File: config.mk
export PLATFORM = sky130hd
export DESIGN_NAME = bin2seg_display
export DESIGN_NICKNAME = d
export VERILOG_FILES = /design/src/rtl/seg7_pkg.sv /design/src/rtl/bin2bcd_seq.sv /design/src/rtl/bin2seg_display.sv
export SDC_FILE = /design/constraint.sdc
export NUM_CORES = 1
export LEC_CHECK = 0
export BUFFER_PORTS_ARGS = -buffer_cell sky130_fd_sc_hd__buf_2
export CAP_MARGIN = 25
export CELL_PAD_IN_SITES_DETAIL_PLACEMENT = 1
export CELL_PAD_IN_SITES_GLOBAL_PLACEMENT = 1
export CORE_MARGIN = 5
export CORE_UTILIZATION = 45
export CTS_BUF_LIST = sky130_fd_sc_hd__clkbuf_8
export DETAILED_ROUTE_END_ITERATION = 6
export GPL_ROUTABILITY_DRIVEN = 0
export GPL_TIMING_DRIVEN = 1
export PLACE_DENSITY = 0.82
export RECOVER_POWER = 50
export SLEW_MARGIN = 20
export SYNTH_ARGS = -nofsm -noshare
export SYNTH_HDL_FRONTEND = slang
export SYNTH_SLANG_ARGS = --single-unit
File: constraint.sdc
create_clock -name i_clk -period 2 [get_ports i_clk]
set_clock_uncertainty 0.1 [all_clocks]
set_input_delay 0.6 -clock i_clk [delete_from_list [all_inputs] [get_ports i_clk]]
set_output_delay 0.6 -clock i_clk [all_outputs]
set_load 0.02 [all_outputs]
File: src/rtl/seg7_pkg.sv
// rtl/seg7_pkg.sv - active-low 7-segment constants, glyph lookup and display FSM states
package seg7_pkg;

    localparam logic [6:0] SEG_BLANK = 7'h7F;
    localparam logic [6:0] SEG_DASH  = 7'h3F;

    typedef enum logic [1:0] {
        ST_IDLE = 2'd0,
        ST_CONV = 2'd1,
        ST_LOAD = 2'd2
    } state_t;

    // Returns {g,f,e,d,c,b,a}, 0 = segment lit
    function automatic logic [6:0] hex_to_seg(input logic [3:0] h);
        logic [6:0] s;
        case (h)
            4'h0: s = 7'h40;
            4'h1: s = 7'h79;
            4'h2: s = 7'h24;
            4'h3: s = 7'h30;
            4'h4: s = 7'h19;
            4'h5: s = 7'h12;
            4'h6: s = 7'h02;
            4'h7: s = 7'h78;
            4'h8: s = 7'h00;
            4'h9: s = 7'h10;
            4'hA: s = 7'h08;
            4'hB: s = 7'h03;
            4'hC: s = 7'h46;
            4'hD: s = 7'h21;
            4'hE: s = 7'h06;
            4'hF: s = 7'h0E;
            default: s = SEG_BLANK;
        endcase
        return s;
    endfunction

endpackage

File: src/rtl/bin2bcd_seq.sv
// rtl/bin2bcd_seq.sv - sequential double-dabble core, one bit per clock
module bin2bcd_seq #(
    parameter int WIDTH = 16,
    parameter int N_NIB = 6
) (
    input  logic                 clk,
    input  logic                 rst_n,
    input  logic                 start,
    input  logic [WIDTH-1:0]     bin,
    output logic                 busy,
    output logic                 done,
    output logic [4*N_NIB-1:0]   bcd,
    output logic                 ovf
);

    localparam int BW = 4 * N_NIB;
    localparam int CW = $clog2(WIDTH + 1);

    logic [WIDTH-1:0] bin_q;
    logic [CW-1:0]    cnt_q;
    logic [BW-1:0]    adj;

    always_comb begin
        adj = bcd;
        for (int i = 0; i < N_NIB; i++) begin
            if (bcd[4*i +: 4] >= 4'd5)
                adj[4*i +: 4] = bcd[4*i +: 4] + 4'd3;
        end
    end

    // High during the final shift so the caller can step straight into its load state
    assign done = busy && (cnt_q == CW'(1));

    always_ff @(posedge clk or negedge rst_n) begin
        if (!rst_n) begin
            bin_q <= '0;
            cnt_q <= '0;
            bcd   <= '0;
            ovf   <= 1'b0;
            busy  <= 1'b0;
        end else if (start) begin
            bin_q <= bin;
            bcd   <= '0;
            ovf   <= 1'b0;
            cnt_q <= CW'(WIDTH);
            busy  <= 1'b1;
        end else if (busy) begin
            bcd   <= {adj[BW-2:0], bin_q[WIDTH-1]};
            bin_q <= {bin_q[WIDTH-2:0], 1'b0};
            ovf   <= ovf | adj[BW-1];
            cnt_q <= cnt_q - CW'(1);
            if (done)
                busy <= 1'b0;
        end
    end

endmodule

File: src/rtl/bin2seg_display.sv
// rtl/bin2seg_display.sv - binary to multi-digit 7-segment driver; BIN2SEG_SIGNED_EN enables two's complement input
module bin2seg_display #(
    parameter int WIDTH    = 16,
    parameter int N_DIG    = 5,
    parameter int BLANK_LZ = 1
) (
    input  logic                 i_clk,
    input  logic                 i_rst_n,
    input  logic                 i_valid,
    input  logic [WIDTH-1:0]     i_data,
    input  logic [N_DIG-1:0]     i_dp,
    output logic                 o_ready,
    output logic                 o_valid,
    output logic                 o_ovf,
    output logic [8*N_DIG-1:0]   o_SEG
);

    import seg7_pkg::*;

    localparam int N_NIB = N_DIG + 1;

    state_t               state;
    logic [N_DIG-1:0]     dp_q;
    logic                 start;
    logic [WIDTH-1:0]     mag;
    logic                 core_busy;
    logic                 core_done;
    logic                 core_ovf;
    logic [4*N_NIB-1:0]   bcd;
    logic [3:0]           msd;
    logic                 ovf_c;
    logic [6:0]           glyph;
    logic [8*N_DIG-1:0]   seg_c;

    assign start = (state == ST_IDLE) && o_ready && i_valid && !core_busy;

`ifdef BIN2SEG_SIGNED_EN
    logic       neg_q;
    logic [3:0] sign_pos;
    assign mag      = i_data[WIDTH-1] ? (~i_data + WIDTH'(1)) : i_data;
    assign sign_pos = (BLANK_LZ != 0) ? (msd + 4'd1) : 4'(N_DIG - 1);
`else
    assign mag = i_data;
`endif

    bin2bcd_seq #(
        .WIDTH (WIDTH),
        .N_NIB (N_NIB)
    ) u_core (
        .clk   (i_clk),
        .rst_n (i_rst_n),
        .start (start),
        .bin   (mag),
        .busy  (core_busy),
        .done  (core_done),
        .bcd   (bcd),
        .ovf   (core_ovf)
    );

    always_comb begin
        msd   = 4'd0;
        glyph = SEG_BLANK;
        seg_c = '1;
        for (int k = 0; k < N_DIG; k++) begin
            if (bcd[4*k +: 4] != 4'd0)
                msd = 4'(k);
        end
        ovf_c = core_ovf || (bcd[4*N_DIG +: 4] != 4'd0);
`ifdef BIN2SEG_SIGNED_EN
        // A negative value needs one spare digit for its dash
        if (neg_q) begin
            if (BLANK_LZ != 0) begin
                if (msd >= 4'(N_DIG - 1))
                    ovf_c = 1'b1;
            end else if (bcd[4*(N_DIG-1) +: 4] != 4'd0) begin
                ovf_c = 1'b1;
            end
        end
`endif
        for (int k = 0; k < N_DIG; k++) begin
            glyph = hex_to_seg(bcd[4*k +: 4]);
            if ((BLANK_LZ != 0) && (4'(k) > msd))
                glyph = SEG_BLANK;
`ifdef BIN2SEG_SIGNED_EN
            if (neg_q && (4'(k) == sign_pos))
                glyph = SEG_DASH;
`endif
            if (ovf_c)
                glyph = SEG_DASH;
            seg_c[8*k +: 8] = {~dp_q[k], glyph};
        end
    end

    always_ff @(posedge i_clk or negedge i_rst_n) begin
        if (!i_rst_n) begin
            state   <= ST_IDLE;
            o_ready <= 1'b1;
            o_valid <= 1'b0;
            o_ovf   <= 1'b0;
            o_SEG   <= '1;
            dp_q    <= '0;
`ifdef BIN2SEG_SIGNED_EN
            neg_q   <= 1'b0;
`endif
        end else begin
            o_valid <= 1'b0;
            case (state)
                // o_ready stays low through the o_valid cycle and rises one cycle later
                ST_IDLE: begin
                    if (!o_ready) begin
                        o_ready <= 1'b1;
                    end else if (start) begin
                        o_ready <= 1'b0;
                        dp_q    <= i_dp;
`ifdef BIN2SEG_SIGNED_EN
                        neg_q   <= i_data[WIDTH-1];
`endif
                        state   <= ST_CONV;
                    end
                end
                ST_CONV: begin
                    if (core_done)
                        state <= ST_LOAD;
                end
                ST_LOAD: begin
                    o_SEG   <= seg_c;
                    o_ovf   <= ovf_c;
                    o_valid <= 1'b1;
                    state   <= ST_IDLE;
                end
                default: state <= ST_IDLE;
            endcase
        end
    end

endmodule

# After elaboration in Yosys (flattened, before gate mapping)
# Memories as Yosys holds them, arrays and structs flattened.
# Cells that the tools add are included.
dict set report totals {
  rom_bits 560
  register_bits 97
  out_inout_bits 43
  mem_count 5
}
# memory words width read_ports rd_clocked_by_memory_dff wr line_no
set memory_table {}
lappend memory_table {{(name not given)} 16 7 1 0 0 seg7_pkg.sv:16} ;# case (h)
lappend memory_table {{(name not given)} 16 7 1 0 0 seg7_pkg.sv:16}
lappend memory_table {{(name not given)} 16 7 1 0 0 seg7_pkg.sv:16}
lappend memory_table {{(name not given)} 16 7 1 0 0 seg7_pkg.sv:16}
lappend memory_table {{(name not given)} 16 7 1 0 0 seg7_pkg.sv:16}
dict set report op_classes {
  reduce_logical 15
  muxes 38
  n_addsub 7
  eq_ne 6
  magnitude_cmp 11
  n_bitwise 6
}
# cell n
set op_table {}
lappend op_table {{$mux 7} 10}
lappend op_table {{$mux 24} 2}
lappend op_table {{$mux 16} 2}
lappend op_table {{$add 4x2->4 const B} 6}
lappend op_table {{$ge 4x3->1 const B} 6}
lappend op_table {{$mux 4} 6}
lappend op_table {{$reduce_bool 4->1} 5}
lappend op_table {{$mux 2} 5}
lappend op_table {{$mux 5} 2}
lappend op_table {{$mux 1} 9}
lappend op_table {{$gt 1x4->1 const A} 2}
lappend op_table {{$gt 2x4->1 const A} 2}
lappend op_table {{$ne 2x2->1 const B} 3}
lappend op_table {{$reduce_and 3->1} 2}
lappend op_table {{$eq 5x1->1 const B} 1}
lappend op_table {{$not 1->1} 5}
lappend op_table {{$sub 5x1->5 const B} 1}
lappend op_table {{$logic_and 1x1->1} 4}
lappend op_table {{$pmux 2 s2} 1}
lappend op_table {{$gt 3x3->1 const A} 1}
lappend op_table {{$mux 3} 1}
lappend op_table {{$eq 2x1->1 const B} 1}
lappend op_table {{$eq 2x2->1 const B} 1}
lappend op_table {{$logic_not 2->1} 1}
lappend op_table {{other kinds (4)} 4}

# Logic depth before layout (Yosys ltp)
dict set report depth {
  depth_word 8
  ltp_mapped 7
  depth_no_buf 6
}

# Hierarchy
# From an unflattened synthesis, not the netlist that was laid out.
dict set report unflattened {
  cells_unflattened 583
  hier_area_um2 5750.5
}
# mod cells_each area_per_inst_um2 instances
set by_module_without_submodules {}
lappend by_module_without_submodules {bin2seg_display 308 3116.7 1}
lappend by_module_without_submodules {bin2bcd_seq 275 2633.8 1}

# Worst setup path before layout
# No wires, ideal clock.
dict set report synth_timing {
  kind {register to register}
  startpoint {register u_core.bcd[20]}
  endpoint {register o_SEG[10]}
  required_ns 1.817
  arrival_ns 1.638
  setup_ns 0.083
  path_slack_ns 0.179
  period_less_slack_ns 1.821
  path_stages_with_launch 8
  path_cell_list {dfrtp_1 > inv_1 > ha_1 > nor4b_4 > and2_1 > buf_6 > nand2_2 > o32a_1}
}
dict set report synth_between {
  elab_chain_cells 3
}
# item line_no
set synth_rtl {}
lappend synth_rtl {{start, declared} bin2bcd_seq.sv:12} ;# output logic [4*N_NIB-1:0] bcd,
lappend synth_rtl {{start signal, assigned} bin2bcd_seq.sv:48} ;# bcd <= {adj[BW-2:0], bin_q[WIDTH-1]};
lappend synth_rtl {{$reduce_bool 4->1} bin2seg_display.sv:68} ;# ovf_c = core_ovf || (bcd[4*N_DIG +: 4] != 4'd0);
lappend synth_rtl {{$logic_or 1x1->1} bin2seg_display.sv:68}
lappend synth_rtl {{$mux 7} bin2seg_display.sv:88} ;# if (ovf_c)
lappend synth_rtl {{end signal, assigned} bin2seg_display.sv:126} ;# o_SEG <= seg_c;
lappend synth_rtl {{end, declared} bin2seg_display.sv:15} ;# output logic [8*N_DIG-1:0] o_SEG
# No other way between the ends.
# A chain may end at the register's enable or synchronous reset.

# Final worst setup path
dict set report layout_timing {
  startpoint {register u_core.bcd[8]}
  endpoint {register u_core.bcd[10]}
}
dict set report layout_between {
  elab_chain_cells 4
}
# item line_no
set layout_rtl {}
lappend layout_rtl {{$add 4x2->4 / $ge 4x3->1 (equally long branches)} {bin2bcd_seq.sv:27, bin2bcd_seq.sv:26}}
lappend layout_rtl {{$mux 4 *} bin2bcd_seq.sv:26} ;# if (bcd[4*i +: 4] >= 4'd5)
lappend layout_rtl {{$mux 24 *} bin2bcd_seq.sv:47} ;# end else if (busy) begin
lappend layout_rtl {{$mux 24 *} bin2bcd_seq.sv:41} ;# end else if (start) begin
# Mark *: on every way between the ends. The rest lies on a longest branch, timed or not. The select of a mux whose other input is x is not followed.

==> metrics.csv <==
stage,metric,value,unit
run_status,status,finished clean,
layout,post-route-util,0.526,
routing,viasPerCell,5.67,
setup_path,cp_max_fo,6,
clock_tree,clk_latency,0.39,ns
place,dp_hpwl,9910,um
pwr,p_comb_frac,0.503,
sta,setup_viol,0,
clock_tree,cts_num_sinks,97,
setup_path,regToRegSetupSlack,0.1,ns
sta,finalCritPeriodShare,0.950,
routing,dr.pass1.iters,5,
pwr,p_sw_frac,0.430,
yosys,ys_seq_elements,97,
setup_path,critical_path.cell_chain,inv_1 > ha_1 > nand2b_1 > a21oi_1 > mux2i_1 > o22ai_1,
place,io_buffers,66,
floorplanning,dieArea,14200,um^2
setup_path,crit_type,reg2reg,
grt,grt_start_max_net_pins,38,
setup_path,worst_setup_path_start_kind,flip-flop,
routing,ant_nets,0,
setup_path,critPathSlowestCell,dfrtp_1,
yosys,ys_types,50,
routing,routed_wl,13700,um
routing,drc,0,
layout,fillers,1359,
run,maxCapViolCount,0,
yosys,synth_cells,540,
setup_path,endpoint_kind,flip-flop,
yosys,synth_ff_type,dfrtp_1,
clock_tree,numCtsBuffers,9,
setup_path,cp-startpoint,u_core.bcd[8],
layout,area.growth.synth_to_final,16.2,%
pwr,ir_drop,0.000805,V
setup_path,critPathMaxStageDelay,0.46,ns
sta,rsz0062_at_grt,false,
yosys,syn_area_per_cell,9.94,um^2
sta,fmax,526,MHz
clock_tree,clk_pin_slew,0.09,ns
floorplanning,die_x,119,um
yosys,synthesis.nets,599,
sta,hold_viol,0,
yosys,synth_edf_count,0,
setup_path,reg2reg_to,u_core.bcd[10],
setup_path,cp-endpoint,u_core.bcd[10],
yosys,yosys-top-cells-area,"dfrtp_1 (26%), dfstp_2 (20%), ha_1 (8.2%)",
clock_tree,post_cts_buffers,0,
pwr,power_leakage,2.81,nW
grt,gr-total-overflow,0,
clock_tree,cts_tree,yes,
yosys,async_reset_ff_frac,1.00,
layout,num_antenna_cells,0,
sta,slew_headroom,0.412,
grt,grt_pass1_vias,4756,
sta,fin_tns_setup,0,ns
grt,grt_pass1_wl,23500,um
floorplanning,die_y,119,um
yosys,netlist.area_leader.share,0.261,
layout,nNetsFinal,676,
yosys,synth_area,5370,um^2
routing,drtIter0Drc,232,
floorplanning,ios,67,
clock_tree,htreeDepth,3,
clock_tree,clock_tree.buffer_depth,2,
setup_path,worstPathArrival,2.06,ns
floorplanning,rows,40,
routing,dr_total_vias,4357,
floorplanning,initial_core_util,0.453,
floorplanning,core-area,11900,um^2
sta,fin_crit,1.90,ns
pwr,intPower,5.28,mW
yosys,synthMostInstantiatedCell,nand2_1,
pwr,power_density,1480,nW/um^2
layout,drive_gt1_frac,0.275,
sta,worstMarginPinSlew,0.882,ns
setup_path,r2r-start,u_core.bcd[8],
routing,wl_per_cell,17.8,um
pwr,power_switching,3.98,mW
pwr,p_clk_frac,0.151,
pwr,seqPwrFrac,0.345,
setup_path,cp.required,2.16,ns
clock_tree,root_buffer,clkbuf_8,
grt,antenna_found_initial,0,
setup_path,r2r_cells,6,
yosys,synth_top_cell_by_area,dfrtp_1,
sta,finalMaxSlewViolations,0,
grt,grt_util_all_layers,0.201,
yosys,synth.top_cells.by_count,"nand2_1 (58), dfrtp_1 (56), o21ai_0 (54)",
min_path,hold_class,in2async,
yosys,yosys_warnings,0,
yosys,ys_seq_area_frac,0.462,
[cell usage in the layout (no fill, tap or decap), types with 2 or more instances in the layout]
| master | instances |
|---|---|
| o32a_1 | 6 |
| bufinv_16 | 2 |
| a21oi_1 | 32 |
| a21oi_2 | 2 |
| mux4_2 | 3 |
| a31oi_1 | 3 |
| nand2_1 | 57 |
| buf_2 | 64 |
| and2_1 | 3 |
| o22ai_1 | 11 |
| buf_4 | 28 |
| nor3b_1 | 8 |
| o22a_1 | 19 |
| mux2i_1 | 30 |
| clkinv_2 | 3 |
| xor2_1 | 6 |
| xnor2_1 | 7 |
| dfrtp_1 | 56 |
| a32o_1 | 2 |
| o211ai_1 | 4 |
| clkbuf_1 | 4 |
| nor3_1 | 5 |
| o32ai_1 | 5 |
| inv_1 | 25 |
| buf_12 | 2 |
| dfstp_2 | 40 |
| a211oi_1 | 5 |
| nand3b_1 | 2 |
| nand3_1 | 12 |
| nand2b_1 | 10 |
| clkbuf_2 | 2 |
| o31ai_1 | 2 |
| nand2_2 | 2 |
| nand4_1 | 3 |
| nor2_1 | 29 |
| o21ai_0 | 54 |
| a22o_1 | 4 |
| ha_1 | 35 |
| mux2_2 | 6 |
| clkbuf_8 | 9 |
[power groups by stage]
stage          clock network, mW  logic, mW  registers, mW
3_3_place_gp                   0       4.35           3.16
5_1_grt                     1.52       5.20           3.30
4_1_cts                     1.45       4.68           3.19
6_report                    1.40       4.66           3.20
2_1_floorplan                  0       3.33           3.05
3_5_place_dp                   0       4.64           3.22
[stage by stage]
stage / cells / power (mW) / cell area, um^2 / worst slack (ns) / hold WS (ns)
floorplan: 540 / 6.37 / 5370 / 0.179 / 0.204
global placement: 753 / 7.51 / 6040 / 0.161 / 0.309
detailed placement: 753 / 7.86 / 6040 / 0.114 / 0.330
CTS: 769 / 9.33 / 6250 / 0.0922 / 0.0611
global route: 769 / 10.0 / 6240 / 0.0281 / 0.273
finish: 769 / 9.26 / 6240 / 0.0995 / 0.221
[metal layers]
layer	up-vias	share of wire	GRT usage	wire length, um
li1	2061	-	-	-
met1	2214	0.44	0.249	5990
met3	15	0.035	0.0437	475
met2	67	0.51	0.351	7000
met4	0	0.014	0.0587	193
met5	-	0	0	0
[how the worst min path moves through the flow]
stage,end,slack (ns),cells after the start
after detailed placement,o_SEG[31],0.33,1
after CTS,o_valid,0.06,1
after floorplan,dp_q[0],0.20,0
final,o_valid,0.22,1
after global routing,o_valid,0.27,1
after global placement,o_SEG[23],0.31,1
[cell families after synthesis]
kind of cell | after synthesis | synth area share
buffers and inverters | 61 | 0.0447
AO/OA/AOI/OAI | 153 | 0.180
AND/OR/NAND/NOR | 142 | 0.130
flip-flops | 97 | 0.462
multiplexers | 39 | 0.0811
XOR/XNOR | 13 | 0.0212
adder cells (fa/ha/maj) | 35 | 0.0815
[area by class of cell]
class | instances | area [um^2] | area share
inverters | 26 | 97.6 | 0.0156
clock inverters | 7 | 86.3 | 0.0138
repair buffers | 101 | 603 | 0.0966
well taps | 147 | 184 | 0.0295
multi-input cells | 382 | 2670 | 0.427
clock buffers | 9 | 124 | 0.0198
flip-flops and latches | 97 | 2480 | 0.397
[critical path: cells and delay by family (launching register included)]
family | cells | cell delay [ns]
AOI/OAI and AO/OA | 2 | 0.42
adders and majority gates | 1 | 0.25
buffers and inverters | 1 | 0.23
DFF | 1 | 0.46
muxes | 1 | 0.24
and+or+nand+nor | 1 | 0.08
[registers in the layout, indices dropped and copies added, names as in the netlist]
signal / flops
dp_q: 5
u_core.ovf: 1
u_core.busy: 1
o_ovf: 1
o_SEG: 40
state: 2
u_core.bcd: 24
o_valid: 1
u_core.cnt_q: 5
u_core.bin_q: 16
o_ready: 1
[timing repair]
item,in CTS,in global routing
hold endpoints to repair,0,0
setup endpoints to repair,0,16
hold buffers,0,0
gates resized for setup,0,5
Note: power is estimated with default switching activity, not from simulation.
